$ cat src/rtl/rs232_avalon_slave.sv
// Avalon-MM UART endpoint: RX FIFO at offset 0, TX holding register at offset 4, status at offset 8.
// Every bus access takes two cycles: the request is captured in IDLE and acknowledged in ACK.
module rs232_avalon_slave #(
  parameter int CLKS_PER_BIT  = 434,
  parameter int RX_FIFO_DEPTH = 4
) (
  input  logic        avm_clk,
  input  logic        avm_rst,
  input  logic [4:0]  avs_address,
  input  logic        avs_read,
  output logic [31:0] avs_readdata,
  input  logic        avs_write,
  input  logic [31:0] avs_writedata,
  output logic        avs_waitrequest,
  input  logic        uart_rxd,
  output logic        uart_txd
);
  // Bus handshake: the master holds address/read/write while avs_waitrequest=1.
  // The access completes in the single cycle where avs_waitrequest=0, and
  // avs_readdata is valid in that same cycle.

  localparam int TW    = $clog2(CLKS_PER_BIT) + 1;
  localparam int PTR_W = $clog2(RX_FIFO_DEPTH);
  localparam logic [TW-1:0]  BIT_LAST  = TW'(CLKS_PER_BIT - 1);
  localparam logic [TW-1:0]  HALF_LAST = TW'(CLKS_PER_BIT / 2 - 1);
  localparam logic [PTR_W:0] FULL_CNT  = (PTR_W + 1)'(RX_FIFO_DEPTH);

  typedef enum logic       {B_IDLE, B_ACK} bus_state_t;
  typedef enum logic [1:0] {R_IDLE, R_START, R_DATA, R_STOP} rx_state_t;
  typedef enum logic [1:0] {T_IDLE, T_START, T_DATA, T_STOP} tx_state_t;

  bus_state_t bus_state, bus_next;
  rx_state_t  rx_state, rx_next;
  tx_state_t  tx_state, tx_next;

  // ---------------- bus side ----------------
  logic        pop_q, load_q, clr_fe_q, clr_ov_q;
  logic [7:0]  wdata_q;
  logic [31:0] rdata_q;
  logic        req, is_rd, is_wr, ack;
  logic        rx_ok, tx_ok, frame_err, rx_overrun;
  logic [7:0]  status_byte, head;
  logic [31:0] rd_value;
  logic        rx_pop, tx_load;
  logic        unused_wdata;

  assign unused_wdata = ^avs_writedata[31:8];

  assign req   = avs_read | avs_write;
  assign is_rd = avs_read;
  assign is_wr = avs_write & ~avs_read;
  assign ack   = (bus_state == B_ACK);

  assign status_byte = {rx_ok, tx_ok, 3'b000, frame_err, 1'b0, rx_overrun};

  always_comb begin
    rd_value = 32'd0;
    if (is_rd) begin
      case (avs_address)
        5'd0:    rd_value = rx_ok ? {24'd0, head} : 32'd0;
        5'd8:    rd_value = {24'd0, status_byte};
        default: rd_value = 32'd0;
      endcase
    end
  end

  always_comb begin
    bus_next = bus_state;
    case (bus_state)
      B_IDLE:  if (req) bus_next = B_ACK;
      B_ACK:   bus_next = B_IDLE;
      default: bus_next = B_IDLE;
    endcase
  end

  always_ff @(posedge avm_clk) begin
    if (avm_rst) begin
      bus_state <= B_IDLE;
      rdata_q   <= 32'd0;
      pop_q     <= 1'b0;
      load_q    <= 1'b0;
      clr_fe_q  <= 1'b0;
      clr_ov_q  <= 1'b0;
      wdata_q   <= 8'd0;
    end else begin
      bus_state <= bus_next;
      if (bus_state == B_IDLE && req) begin
        rdata_q  <= rd_value;
        wdata_q  <= avs_writedata[7:0];
        pop_q    <= is_rd && (avs_address == 5'd0) && rx_ok;
        load_q   <= is_wr && (avs_address == 5'd4) && tx_ok;
        clr_fe_q <= is_rd && (avs_address == 5'd8) && frame_err;
        clr_ov_q <= is_rd && (avs_address == 5'd8) && rx_overrun;
      end
    end
  end

  assign avs_waitrequest = ~ack;
  assign avs_readdata    = rdata_q;
  assign rx_pop          = ack & pop_q;
  assign tx_load         = ack & load_q;

  // ---------------- RX path ----------------
  logic          rx_s1, rx_s2;
  logic [TW-1:0] rx_timer;
  logic [2:0]    rx_idx;
  logic [7:0]    rx_shift;
  logic          rx_tick, rx_push, rx_ferr;

  assign rx_tick = (rx_timer == '0);

  always_comb begin
    rx_next = rx_state;
    case (rx_state)
      R_IDLE:  if (!rx_s2) rx_next = R_START;
      R_START: if (rx_tick) rx_next = rx_s2 ? R_IDLE : R_DATA;
      R_DATA:  if (rx_tick && rx_idx == 3'd7) rx_next = R_STOP;
      R_STOP:  if (rx_tick) rx_next = R_IDLE;
      default: rx_next = R_IDLE;
    endcase
  end

  assign rx_push = (rx_state == R_STOP) && rx_tick && rx_s2;
  assign rx_ferr = (rx_state == R_STOP) && rx_tick && !rx_s2;

  always_ff @(posedge avm_clk) begin
    if (avm_rst) begin
      rx_s1    <= 1'b1;
      rx_s2    <= 1'b1;
      rx_state <= R_IDLE;
      rx_timer <= '0;
      rx_idx   <= 3'd0;
      rx_shift <= 8'd0;
    end else begin
      rx_s1    <= uart_rxd;
      rx_s2    <= rx_s1;
      rx_state <= rx_next;
      case (rx_state)
        R_IDLE: rx_timer <= HALF_LAST;
        R_START: begin
          if (rx_tick) begin
            rx_timer <= BIT_LAST;
            rx_idx   <= 3'd0;
          end else rx_timer <= rx_timer - 1'b1;
        end
        R_DATA: begin
          if (rx_tick) begin
            rx_shift <= {rx_s2, rx_shift[7:1]};
            rx_idx   <= rx_idx + 1'b1;
            rx_timer <= BIT_LAST;
          end else rx_timer <= rx_timer - 1'b1;
        end
        R_STOP: if (!rx_tick) rx_timer <= rx_timer - 1'b1;
        default: rx_timer <= '0;
      endcase
    end
  end

  // ---------------- RX FIFO ----------------
  logic [7:0]       mem [RX_FIFO_DEPTH];
  logic [PTR_W-1:0] wr_ptr, rd_ptr;
  logic [PTR_W:0]   count;
  logic             full, push_ok;

  assign full    = (count == FULL_CNT);
  assign rx_ok   = (count != '0);
  assign head    = mem[rd_ptr];
  // A pop in the same cycle frees the slot, so a push into a full FIFO still lands.
  assign push_ok = rx_push && (!full || rx_pop);

  always_ff @(posedge avm_clk) begin
    if (avm_rst) begin
      wr_ptr     <= '0;
      rd_ptr     <= '0;
      count      <= '0;
      frame_err  <= 1'b0;
      rx_overrun <= 1'b0;
    end else begin
      if (push_ok) begin
        mem[wr_ptr] <= rx_shift;
        wr_ptr      <= wr_ptr + 1'b1;
      end
      if (rx_pop) rd_ptr <= rd_ptr + 1'b1;
      case ({push_ok, rx_pop})
        2'b10:   count <= count + 1'b1;
        2'b01:   count <= count - 1'b1;
        default: count <= count;
      endcase
      frame_err  <= (frame_err & ~(ack & clr_fe_q)) | rx_ferr;
      rx_overrun <= (rx_overrun & ~(ack & clr_ov_q)) | (rx_push & ~push_ok);
    end
  end

  // ---------------- TX path ----------------
  logic [TW-1:0] tx_timer;
  logic [2:0]    tx_idx;
  logic [7:0]    tx_shift;
  logic          tx_tick;

  assign tx_tick = (tx_timer == '0);
  assign tx_ok   = (tx_state == T_IDLE);

  always_comb begin
    tx_next = tx_state;
    case (tx_state)
      T_IDLE:  if (tx_load) tx_next = T_START;
      T_START: if (tx_tick) tx_next = T_DATA;
      T_DATA:  if (tx_tick && tx_idx == 3'd7) tx_next = T_STOP;
      T_STOP:  if (tx_tick) tx_next = T_IDLE;
      default: tx_next = T_IDLE;
    endcase
  end

  always_ff @(posedge avm_clk) begin
    if (avm_rst) begin
      tx_state <= T_IDLE;
      tx_timer <= '0;
      tx_idx   <= 3'd0;
      tx_shift <= 8'd0;
      uart_txd <= 1'b1;
    end else begin
      tx_state <= tx_next;
      case (tx_state)
        T_IDLE: begin
          if (tx_load) begin
            tx_shift <= wdata_q;
            tx_timer <= BIT_LAST;
            uart_txd <= 1'b0;
          end
        end
        T_START: begin
          if (tx_tick) begin
            uart_txd <= tx_shift[0];
            tx_shift <= {1'b0, tx_shift[7:1]};
            tx_idx   <= 3'd0;
            tx_timer <= BIT_LAST;
          end else tx_timer <= tx_timer - 1'b1;
        end
        T_DATA: begin
          if (tx_tick) begin
            if (tx_idx == 3'd7) uart_txd <= 1'b1;
            else begin
              uart_txd <= tx_shift[0];
              tx_shift <= {1'b0, tx_shift[7:1]};
            end
            tx_idx   <= tx_idx + 1'b1;
            tx_timer <= BIT_LAST;
          end else tx_timer <= tx_timer - 1'b1;
        end
        T_STOP: if (!tx_tick) tx_timer <= tx_timer - 1'b1;
        default: uart_txd <= 1'b1;
      endcase
    end
  end

endmodule

$ cat config.mk
export PLATFORM = sky130hd
export DESIGN_NAME = rs232_avalon_slave
export DESIGN_NICKNAME = d
export VERILOG_FILES = /design/src/rtl/rs232_avalon_slave.sv
export SDC_FILE = /design/constraint.sdc
export NUM_CORES = 1
export LEC_CHECK = 0
export CORE_UTILIZATION = 57
export DETAILED_ROUTE_END_ITERATION = 12
export PLACE_DENSITY_LB_ADDON = 0.2
export RECOVER_POWER = 25
export SYNTH_ARGS = -nofsm -noshare
export SYNTH_HDL_FRONTEND = slang
export SYNTH_SLANG_ARGS = --single-unit
$ cat constraint.sdc
create_clock -name avm_clk -period 6.7 [get_ports avm_clk]
set_clock_uncertainty 0.05 [all_clocks]
set_input_delay 1.34 -clock avm_clk [delete_from_list [all_inputs] [get_ports avm_clk]]
set_output_delay 1.34 -clock avm_clk [all_outputs]
set_load 0.01 [all_outputs]
==> summary.md, run 1 <==
| Metric | Value |
|---|---|
| Detail Route Antenna Nets | 0 |
| Worst setup slack after layout | ~2.3 ns |
| Count of port buffers added during placement | 27 |
| Cell variety after synth | just over 60 |
| FFs w/ async S/R, synth | 0% |
| # diodes | 0 |
| Count of final max-slew check failures | between 70 and 80 |
| Count of TritonRoute iterations in the first routing pass | 5 |
| First-pass GRT wire length | between 15000 and 20000 um |
| Number of enable-type register cells in the synthesized netlist | 32 |
| Last weighted congestion value of the routability-driven placer | roughly 0.82 |
| Achievable Freq | 228 MHz |
| Peak supply drop | approximately 0.00026 V |
| Core box area | roughly 0.0089 mm2 |
| Initial core utilization | 59.8% |
| Cell types with the highest counts after synthesis | dfxtp_1, nand2_1, nor2_1 |
| Transition time at the pin with the least slew margin | ~3.4 ns |
| Number of buffers inserted by post-CTS setup repair | 0 |
| LEAKAGE | 2.23 nW |
| Critical Path Fanout Max | just under 80 |
| Count of warnings emitted by yosys | 0 |
| Quantity of gates resized following cts | 0 |
| Largest net degree at the start of global routing | 78 |
| Final Critical Period | between 4 and 5 ns |
| DRC violation count after routing | 0 |
| Placed inst area | roughly 0.0055 mm2 |
| Power, Total | about 0.0022 W |
| Half-perimeter wire length after detailed placement | 6820 um |
| Global-route met1 utilization | between 20% and 30% |
| Category of the critical setup timing path | input port to flip-flop |
| Number of global-route vias before repair | 3715 |
| Post-Synthesis Cells | roughly 540 |
| Iteration-0 DRC Markers | 170 |
| PwrDens | roughly 350 mW/mm2 |
| Crit end category | flip-flop |
| Initial antenna violation count | 0 |
| Number of sinks driven by the clock tree | 113 |
| Global-route met3 utilization | 6.10% |
| Row count | 34 |
| Sequential area share after synthesis | 48.6% |
| Setup repair after global routing missed its margin | false |
| Number of nets in the final layout | 628 |
| Dominant cells by area after synthesis | dfxtp_1, edfxtp_1, ha_1 |
| Final setup TNS | 0 ns |
| Via-to-Cell Ratio | between 5 and 6 |
| CTS clk-pin slew, worst paths | approximately 0.060 ns |
| Startpoint kind of the worst setup timing path | input port |
| Later-pin clock latency in the skew report | about 0.53 ns |
| Post-synthesis cell type with the largest combined area | dfxtp_1 |
| Total standard cell area after synthesis | 0.00532 mm2 |
| Post-placement setup slack | approximately 3.5 ns |
| Hold Violations, Final | 0 |
| Final design instance area without fill | about 0.0061 mm2 |
| Mean routed wirelength per cell | about 15 um |
| Layout Area Growth over Synthesis | 14.6% |
| Routing usage on met2 | 39.2% |
| Layout cells sized above 1 | 9.01% |
| Worst relative slew slack | -130% |
| Type of the worst min-delay path | flip-flop to flip-flop |
| Primary FF master, synth | dfxtp_1 |
| Share of the cycle needed by the critical path after routing | 65.4% |
| Cell at the root of the clock tree | clkbuf_8 |
| Failing checks | capacitance limit, slew limit |
| IO Pins | 76 |
| Total detailed-routing wirelength | around 11000 um |
| Most repeated cell in the gate-level netlist after synthesis | dfxtp_1 |
| Final number of setup-violating endpoints | 0 |
| CTS tree | yes |
| Total number of vias | 3889 |
| CTS HTree Levels | 4 |
| # hold bufs at CTS | 0 |
| Area of the die | about 0.01 mm2 |
| Number of buffers inserted during clock tree synthesis | 17 |
| Outcome | finished, violations left |
| Yosys reg bits | 113 |
| Data required time of the critical path | approximately 6.9 ns |
| Overall overflow remaining after global route | 0 |
| Floorplan die height | 98.6 um |
| Aggregate global-route resource usage | 23.6% |
| Arrival time at the worst endpoint | 4.56 ns |
| Reported max-cap violation count | 1 |
| Maximum root-to-sink buffer count | 2 |
| Die X-Extent | slightly below 100 um |
| Average size of a mapped cell | ~9.8 um2 |
| Most congested layer reported by global routing | met2 |
| Area share of the leading cell type in the synthesized netlist | a little over 30% |
worst paths after layout:
| path | from | to | slack, ns | cells past startpoint |
|---|---|---|---|---|
| setup / recovery | avm_rst | mem[2][0] | 2.32 | 4 |
| hold / removal | rx_s1 | rx_s2 | 0.36 | 1 |
| setup reg to reg | rx_timer[0] | mem[2][0] | 3.53 | 7 |
| hold reg to reg | rx_s1 | rx_s2 | 0.36 | 1 |
layout by cell type, fill, tap and decap left out, drive strengths merged, types with 8 or more instances in the layout:
cell / n
nor2: 56
o21ai: 11
mux4: 8
a22oi: 8
conb: 24
a21oi: 46
or3: 8
nand2: 63
a211oi: 10
inv: 31
clkdlybuf4s50: 26
mux2i: 13
nand3: 8
dfxtp: 81
edfxtp: 32
clkbuf: 18
nor3: 17
ha: 21
registers in the layout, summed over array words and instances (netlist names), 2 cells and up, named ones only:
name,flops
wr_ptr,2
avs_readdata,8
rx_shift,8
rx_idx,3
count,3
mem,32
rx_timer,10
wdata_q,8
tx_timer,10
tx_shift,8
tx_state,2
tx_idx,3
rd_ptr,2
cell type report:
| class | count | area (um2) |
|---|---|---|
| clock buffer | 17 | 414 |
| clock inverter | 15 | 161 |
| fill | 657 | 2800 |
| inverter | 21 | 78.8 |
| multi-input combinational | 382 | 2450 |
| sequential | 113 | 2580 |
| tap | 108 | 135 |
| timing repair buffer | 29 | 277 |
power breakdown:
group          internal [W]  total [W]  leakage (nW)  switching [W]
registers          0.000752   0.000801         0.954      0.0000488
clock network      0.000509   0.000872         0.276       0.000362
logic              0.000185   0.000487          1.00       0.000302
per-layer routing:
metal / up-vias / part of all wire (%)
met4: 0 / 1.4
met2: 73 / 49
met5: - / 0
met3: 13 / 4.6
li1: 1930 / -
met1: 1873 / 45
cell families after synthesis:
logic type | Yosys count | share of synthesized area, %
adder cells (fa/ha/maj) | 22 | 5.32
flip-flops | 113 | 48.6
AND/OR/NAND/NOR | 197 | 18.3
other | 1 | 0.0705
XOR/XNOR | 9 | 1.48
multiplexers | 21 | 5.84
AO/OA/AOI/OAI | 109 | 13.4
buffers and inverters | 71 | 7.06
stage by stage:
stage	hold slack (ns)	util, %	cells
2_1_floorplan	0.339	-	566
3_3_place_gp	0.358	62.1	653
3_5_place_dp	0.351	62.1	653
4_1_cts	0.368	68.6	685
5_1_grt	0.383	68.5	685
6_report	0.365	68.5	685
critical path: stages:
cell,delay (ns)
buf_2,0.07
clkbuf_1,2.41
nor3_2,0.22
and2_1,0.47
Power figures use the tool's default switching activity.
==> run 2: changes to the inputs <==
--- a/config.mk
+++ b/config.mk
@@ -5,7 +5,7 @@
 export SDC_FILE = /design/constraint.sdc
 export NUM_CORES = 1
 export LEC_CHECK = 0
-export CORE_UTILIZATION = 57
+export CORE_UTILIZATION = 49
 export DETAILED_ROUTE_END_ITERATION = 12
 export PLACE_DENSITY_LB_ADDON = 0.2
 export RECOVER_POWER = 25
==> constraint.sdc (replaced) <==
create_clock -name avm_clk -period 3.6 [get_ports avm_clk]
set_clock_uncertainty 0.05 [all_clocks]
set_input_delay 0.72 -clock avm_clk [delete_from_list [all_inputs] [get_ports avm_clk]]
set_output_delay 0.72 -clock avm_clk [all_outputs]
set_load 0.01 [all_outputs]
==> summary.md, run 2 (same netlist as run 1, synthesis figures left out) <==
| Metric | Value |
|---|---|
| Outcome | finished, violations left (unchanged) |
| Failing checks | capacitance limit, slew limit (unchanged) |
| Count of TritonRoute iterations in the first routing pass | 6 (was 5) |
| Half-perimeter wire length after detailed placement | 7120 um (was 6820 um) |
| Core box area | 0.0104 mm2 (was 0.00889 mm2) |
| Final Critical Period | 2.77 ns |
| Minimum setup slack among reg-to-reg paths | 0.94 ns (was 3.53 ns) |
| Most frequent cells in the layout | dfxtp_1, nand2_1, nor2_1, a21oi_1, edfxtp_1 (unchanged) |
| # diodes | 0 (unchanged) |
| Post-placement setup slack | 0.951 ns (was 3.49 ns) |
| Later-pin clock latency in the skew report | 0.52 ns (was 0.53 ns) |
| Final setup TNS | 0 ns (unchanged) |
| Worst-case reg-to-reg path depth | 7 (unchanged) |
| Relative contribution of sequential cells to total power | 36.5% (was 37.1%) |
| Final number of setup-violating endpoints | 0 (unchanged) |
| Switching power share of the total | 31.1% (was 33.0%) |
| Critical Path Fanout Max | 43 (was 77) |
| DRC violation count after routing | 0 (unchanged) |
| Largest net degree at the start of global routing | 44 (was 78) |
| Arrival time at the worst endpoint | 3.11 ns (was 4.56 ns) |
| Reported max-cap violation count | 1 (unchanged) |
| Number of instances on the worst hold path | 1 (unchanged) |
| PwrDens | 662 mW/mm2 (was 354 mW/mm2) |
| Biggest regs | mem x32, rx_timer x10, tx_timer x10 (unchanged) |
| Worst relative slew slack | -4.83% (was -130%) |
| Iteration-0 DRC Markers | 179 (was 170) |
| Initial core utilization | 51.1% (was 59.8%) |
| Crit end category | flip-flop (unchanged) |
| Overall overflow remaining after global route | 0 (unchanged) |
| End of the worst register-to-register path | mem[3][7] (was mem[2][0]) |
| Count of port buffers added during placement | 27 (unchanged) |
| HP Start | rx_s1 (unchanged) |
| Startpoint kind of the worst setup timing path | input port (unchanged) |
| Maximum root-to-sink buffer count | 2 (unchanged) |
| Achievable Freq | around 360 MHz |
| CTS HTree Levels | 4 (unchanged) |
| CTS tree | yes (unchanged) |
| Quantity of gates resized following cts | 0 (unchanged) |
| Number of global-route vias before repair | 3798 (was 3715) |
| Most common library cell in the layout ignoring fill and taps | dfxtp_1 (unchanged) |
| CTS clk-pin slew, worst paths | 0.06 ns (about the same) |
| Layout Area Growth over Synthesis | 16.1% (was 14.6%) |
| Number of nets in the final layout | 631 (was 628) |
| Category of the critical setup timing path | input port to flip-flop (unchanged) |
| Number of buffers inserted by post-CTS setup repair | 0 (unchanged) |
| Layout cells sized above 1 | 9.31% (was 9.01%) |
| Floorplan die height | 106 um (was 98.6 um) |
| Register with the highest flop count | mem (unchanged) |
| Share of the cycle needed by the critical path after routing | about three quarters |
| Detail Route Antenna Nets | 0 (unchanged) |
| Die X-Extent | 106 um (was 98.6 um) |
| First-pass GRT wire length | 17900 um (was 17800 um) |
| # hold bufs at CTS | 0 (unchanged) |
| Last weighted congestion value of the routability-driven placer | 0.796 (was 0.815) |
| Area of the die | 0.0113 mm2 (was 0.00972 mm2) |
| Type of the worst min-delay path | flip-flop to flip-flop (unchanged) |
| Total number of vias | 3850 (was 3889) |
| Cell at the root of the clock tree | clkbuf_8 (unchanged) |
| Mean routed wirelength per cell | 15.0 um (was 15.4 um) |
| Data required time of the critical path | 3.94 ns (was 6.88 ns) |
| Flip-flop count of the largest register, all copies and words added | 32 (unchanged) |
| Aggregate global-route resource usage | 20.6% (was 23.6%) |
| Row count | 37 (was 34) |
| IO Pins | 76 (unchanged) |
| Initial antenna violation count | 0 (unchanged) |
| Setup repair after global routing missed its margin | false (unchanged) |
| Source of the worst register-to-register timing path | rx_timer[0] (unchanged) |
| Internal | 0.00281 W (was 0.00145 W) |
| Transition time at the pin with the least slew margin | 1.57 ns (was 3.45 ns) |
| Total detailed-routing wirelength | 10700 um (was 10600 um) |
| Peak supply drop | 0.000634 V (was 0.000257 V) |
| Number of sinks driven by the clock tree | 113 (unchanged) |
| Via-to-Cell Ratio | 5.38 (was 5.68) |
| Part of the total power dissipated in combinational logic | 22.5% (was 22.6%) |
| LEAKAGE | 2.26 nW (was 2.23 nW) |
| Clock network fraction of design power | 41.0% (was 40.4%) |
| Worst hold path endpoint | rx_s2 (unchanged) |
| Number of buffers inserted during clock tree synthesis | 17 (unchanged) |
| Hold slack final | 0.362 ns (was 0.365 ns) |
| Worst setup slack after layout | 0.835 ns (was 2.32 ns) |
| Switching pwr | 0.00127 W (was 0.000713 W) |
| Count of final max-slew check failures | 36 (was 78) |
| Hold Violations, Final | 0 (unchanged) |
==> run 2: worst max path at each step <==
stage | start | endpoint | slack [ns]
2_1_floorplan | rx_timer[0] | mem[0][0] | 1.16
3_3_place_gp | rx_timer[0] | mem[2][4] | 1.0
3_5_place_dp | rx_timer[0] | mem[2][4] | 0.95
4_1_cts | rx_timer[0] | mem[3][1] | 0.91
5_1_grt | avm_rst | tx_state[0] | 0.58
6_report | avm_rst | tx_state[0] | 0.83
==> run 2: worst max-delay path, cell delays in order <==
cell,delay (ns)
clkbuf_1,1.11
clkbuf_2,0.86
inv_1,0.24
o311a_1,0.17
==> run 2: area by class of cell <==
| cell class | count | area (um2) |
|---|---|---|
| clock buffers | 17 | 414 |
| clock inverters | 15 | 181 |
| fillers | 910 | 4240 |
| inverters | 21 | 78.8 |
| multi-input cells | 382 | 2450 |
| flip-flops and latches | 113 | 2580 |
| well taps | 136 | 170 |
| repair buffers | 32 | 299 |
==> run 2: per-layer routing <==
metal / up-vias / global-route usage (%) / routed length, um
met5: - / 0 / 0
li1: 1936 / - / -
met1: 1839 / 24.1 / 4690
met4: 0 / 6.25 / 48
met2: 71 / 35.7 / 5580
met3: 4 / 6.81 / 415
==> run 2: power groups by stage <==
stage | Clock (W) | Combinational, W | Sequential, W
3_5_place_dp | 0 | 0.000904 | 0.00151
2_1_floorplan | 0 | 0.000740 | 0.00149
3_3_place_gp | 0 | 0.000890 | 0.00151
4_1_cts | 0.00170 | 0.000913 | 0.00149
5_1_grt | 0.00176 | 0.00102 | 0.00150
6_report | 0.00167 | 0.000921 | 0.00149
==> run 2: stage by stage <==
stage,util (%),cell area [um2],power [W],cells
3_5_place_dp,53.6,5580,0.00242,684
4_1_cts,59.3,6180,0.00410,716
2_1_floorplan,-,5400,0.00223,566
5_1_grt,59.3,6170,0.00428,716
3_3_place_gp,53.6,5580,0.00240,684
6_report,59.3,6170,0.00408,716
==> run 3: changes to the inputs <==
--- a/config.mk
+++ b/config.mk
@@ -5,7 +5,7 @@
 export SDC_FILE = /design/constraint.sdc
 export NUM_CORES = 1
 export LEC_CHECK = 0
-export CORE_UTILIZATION = 49
+export CORE_UTILIZATION = 55
 export DETAILED_ROUTE_END_ITERATION = 12
 export PLACE_DENSITY_LB_ADDON = 0.2
 export RECOVER_POWER = 25
==> constraint.sdc (replaced) <==
create_clock -name avm_clk -period 2.9 [get_ports avm_clk]
set_clock_uncertainty 0.05 [all_clocks]
set_input_delay 0.58 -clock avm_clk [delete_from_list [all_inputs] [get_ports avm_clk]]
set_output_delay 0.58 -clock avm_clk [all_outputs]
set_load 0.01 [all_outputs]
==> summary.md, run 3 (same netlist as run 1, synthesis figures left out) <==
| Metric | Value |
|---|---|
| Critical Path Fanout Max | 8 (was 43) |
| Achievable Freq | approximately 400 MHz |
| Number of filler cells placed in the layout | 739 (was 910) |
| Quantity of gates resized following cts | 0 (unchanged) |
| Arrival time at the worst endpoint | 2.64 ns (was 3.11 ns) |
| Register with the highest flop count | mem (unchanged) |
| Detail Route Antenna Nets | 0 (unchanged) |
| IO Pins | 76 (unchanged) |
| Later-pin clock latency in the skew report | 0.52 ns (about the same) |
| CTS clk-pin slew, worst paths | 0.06 ns (about the same) |
| Setup repair after global routing missed its margin | false (unchanged) |
| Final Critical Period | about 2.5 ns |
| Number of sinks driven by the clock tree | 113 (unchanged) |
| Failing checks | capacitance limit (was capacitance limit, slew limit) |
| Reported max-cap violation count | 1 (unchanged) |
| Number of placed cells counting well taps | 680 (was 684) |
| Final setup TNS | 0 ns (unchanged) |
| First-pass GRT wire length | 18100 um (was 17900 um) |
| Maximum root-to-sink buffer count | 2 (unchanged) |
| Final number of setup-violating endpoints | 0 (unchanged) |
| Count of final max-slew check failures | 0 (was 36) |
| Count of TritonRoute iterations in the first routing pass | 5 (was 6) |
| # diodes | 0 (unchanged) |
| DRC violation count after routing | 0 (unchanged) |
| Iteration-0 DRC Markers | 197 (was 179) |
| Row count | 35 (was 37) |
| Worst-case reg-to-reg path depth | 5 (was 7) |
| Minimum setup slack among reg-to-reg paths | 0.37 ns (was 0.94 ns) |
| # hold bufs at CTS | 0 (unchanged) |
| Placed inst area | 0.00559 mm2 (was 0.00558 mm2) |
| Most frequent cells in the layout | dfxtp_1, nand2_1, nor2_1, a21oi_1, edfxtp_1 (unchanged) |
| Category of the critical setup timing path | flip-flop to flip-flop (was input port to flip-flop) |
| Core box area | 0.00928 mm2 (was 0.0104 mm2) |
| Biggest regs | mem x32, rx_timer x10, tx_timer x10 (unchanged) |
| Cell at the root of the clock tree | clkbuf_8 (unchanged) |
| Number of nets in the final layout | 634 (was 631) |
| Die X-Extent | 100 um (was 106 um) |
| Area of the die | 0.0101 mm2 (was 0.0113 mm2) |
| Total number of vias | 3968 (was 3850) |
| Half-perimeter wire length after detailed placement | 7350 um (was 7120 um) |
| Final design instance area without fill | 0.00620 mm2 (was 0.00617 mm2) |
| Share of the cycle needed by the critical path after routing | around 87% |
| Outcome | finished, violations left (unchanged) |
| Transition time at the pin with the least slew margin | 1.49 ns (was 1.57 ns) |
| Highest routing layer actually used | met4 (unchanged) |
| LEAKAGE | 2.28 nW (was 2.26 nW) |
| Number of global-route vias before repair | 3861 (was 3798) |
| Crit end category | flip-flop (unchanged) |
| Floorplan die height | 100 um (was 106 um) |
| Met1 Routed Length | 4820 um (was 4690 um) |
| CTS HTree Levels | 4 (unchanged) |
| Last weighted congestion value of the routability-driven placer | 0.834 (was 0.796) |
| Worst relative slew slack | 0.427% (was -4.83%) |
| Number of buffers inserted during clock tree synthesis | 17 (unchanged) |
| CTS tree | yes (unchanged) |
| Startpoint kind of the worst setup timing path | flip-flop (was input port) |
| Number of instances on the worst hold path | 1 (unchanged) |
| Most common library cell in the layout ignoring fill and taps | dfxtp_1 (unchanged) |
| Count of port buffers added during placement | 27 (unchanged) |
| Peak supply drop | 0.000498 V (was 0.000634 V) |
| Via-to-Cell Ratio | 5.57 (was 5.38) |
| Hold Violations, Final | 0 (unchanged) |
| Data required time of the critical path | 3.01 ns (was 3.94 ns) |
| Layout Area Growth over Synthesis | 16.6% (was 16.1%) |
| Type of the worst min-delay path | flip-flop to flip-flop (unchanged) |
| Layout cells sized above 1 | 9.78% (was 9.31%) |
| Number of buffers inserted by post-CTS setup repair | 0 (unchanged) |
| Final instance count without filler cells | 712 (was 716) |
| Initial antenna violation count | 0 (unchanged) |
| Met3 Routed Length | 388 um (was 415 um) |
| Total detailed-routing wirelength | 11100 um (was 10700 um) |
| Aggregate global-route resource usage | 23.5% (was 20.6%) |
| Routed length on met2 | 5740 um (was 5580 um) |
| Overall overflow remaining after global route | 0 (unchanged) |
| Mean routed wirelength per cell | 15.6 um (was 15.0 um) |
| Flip-flop count of the largest register, all copies and words added | 32 (unchanged) |
| Initial core utilization | 57.3% (was 51.1%) |
| PwrDens | 831 mW/mm2 (was 662 mW/mm2) |
| Largest net degree at the start of global routing | 43 (was 44) |
run 3: cell types whose count changed in the layout (fill, tap and decap cells not counted), sizes merged:
cell	previous run	this run
buf	4	7
clkdlybuf4s50	26	25
clkinv	7	3
clkinvlp	1	2
dlygate4sd3	0	1
inv	25	28
run 3: layout make-up:
type                    instances  area (um2)  area share [%]
repair buffers                 35         320            5.17
clock buffers                  17         414            6.68
well taps                     129         161            2.60
inverters                      21        78.8            1.27
clock inverters                15         198            3.19
multi-input cells             382        2450            39.4
flip-flops and latches        113        2580            41.6
run 3: worst max-delay path: stages, from the launching register on:
cell and delay (ns):
dfxtp_1 0.38, or4_4 0.64, nor3_2 0.21, nand3_1 0.16, nor3_2 0.26, and2_1 0.45
run 3: final timing paths:
check	startpoint	to
max	rx_timer[4]	mem[2][0]
min	rx_s1	rx_s2
max reg2reg	rx_timer[4]	mem[2][0]
min reg2reg	rx_s1	rx_s2
run 3: layer usage:
layer  vias up  global-route usage [%]
met1      1921                    27.7
li1       1951                       -
met2        83                    40.6
met3        13                    6.96
met5         -                       0
met4         0                    8.36
run 3: per-stage QoR:
step	total power (W)	hold WS [ns]	utilization, %	setup WS (ns)
2_1_floorplan	0.00277	0.339	-	0.458
3_3_place_gp	0.00298	0.356	60.3	0.495
3_5_place_dp	0.00302	0.352	60.3	0.451
4_1_cts	0.00517	0.373	66.8	0.377
5_1_grt	0.00541	0.396	66.8	0.240
6_report	0.00515	0.370	66.8	0.374
run 3: power by group:
group	switching, W	internal [W]	leakage, nW
logic	0.000712	0.000450	1.03
registers	0.000111	0.00174	0.954
clock network	0.000809	0.00134	0.294
total	0.00163	0.00352	2.28
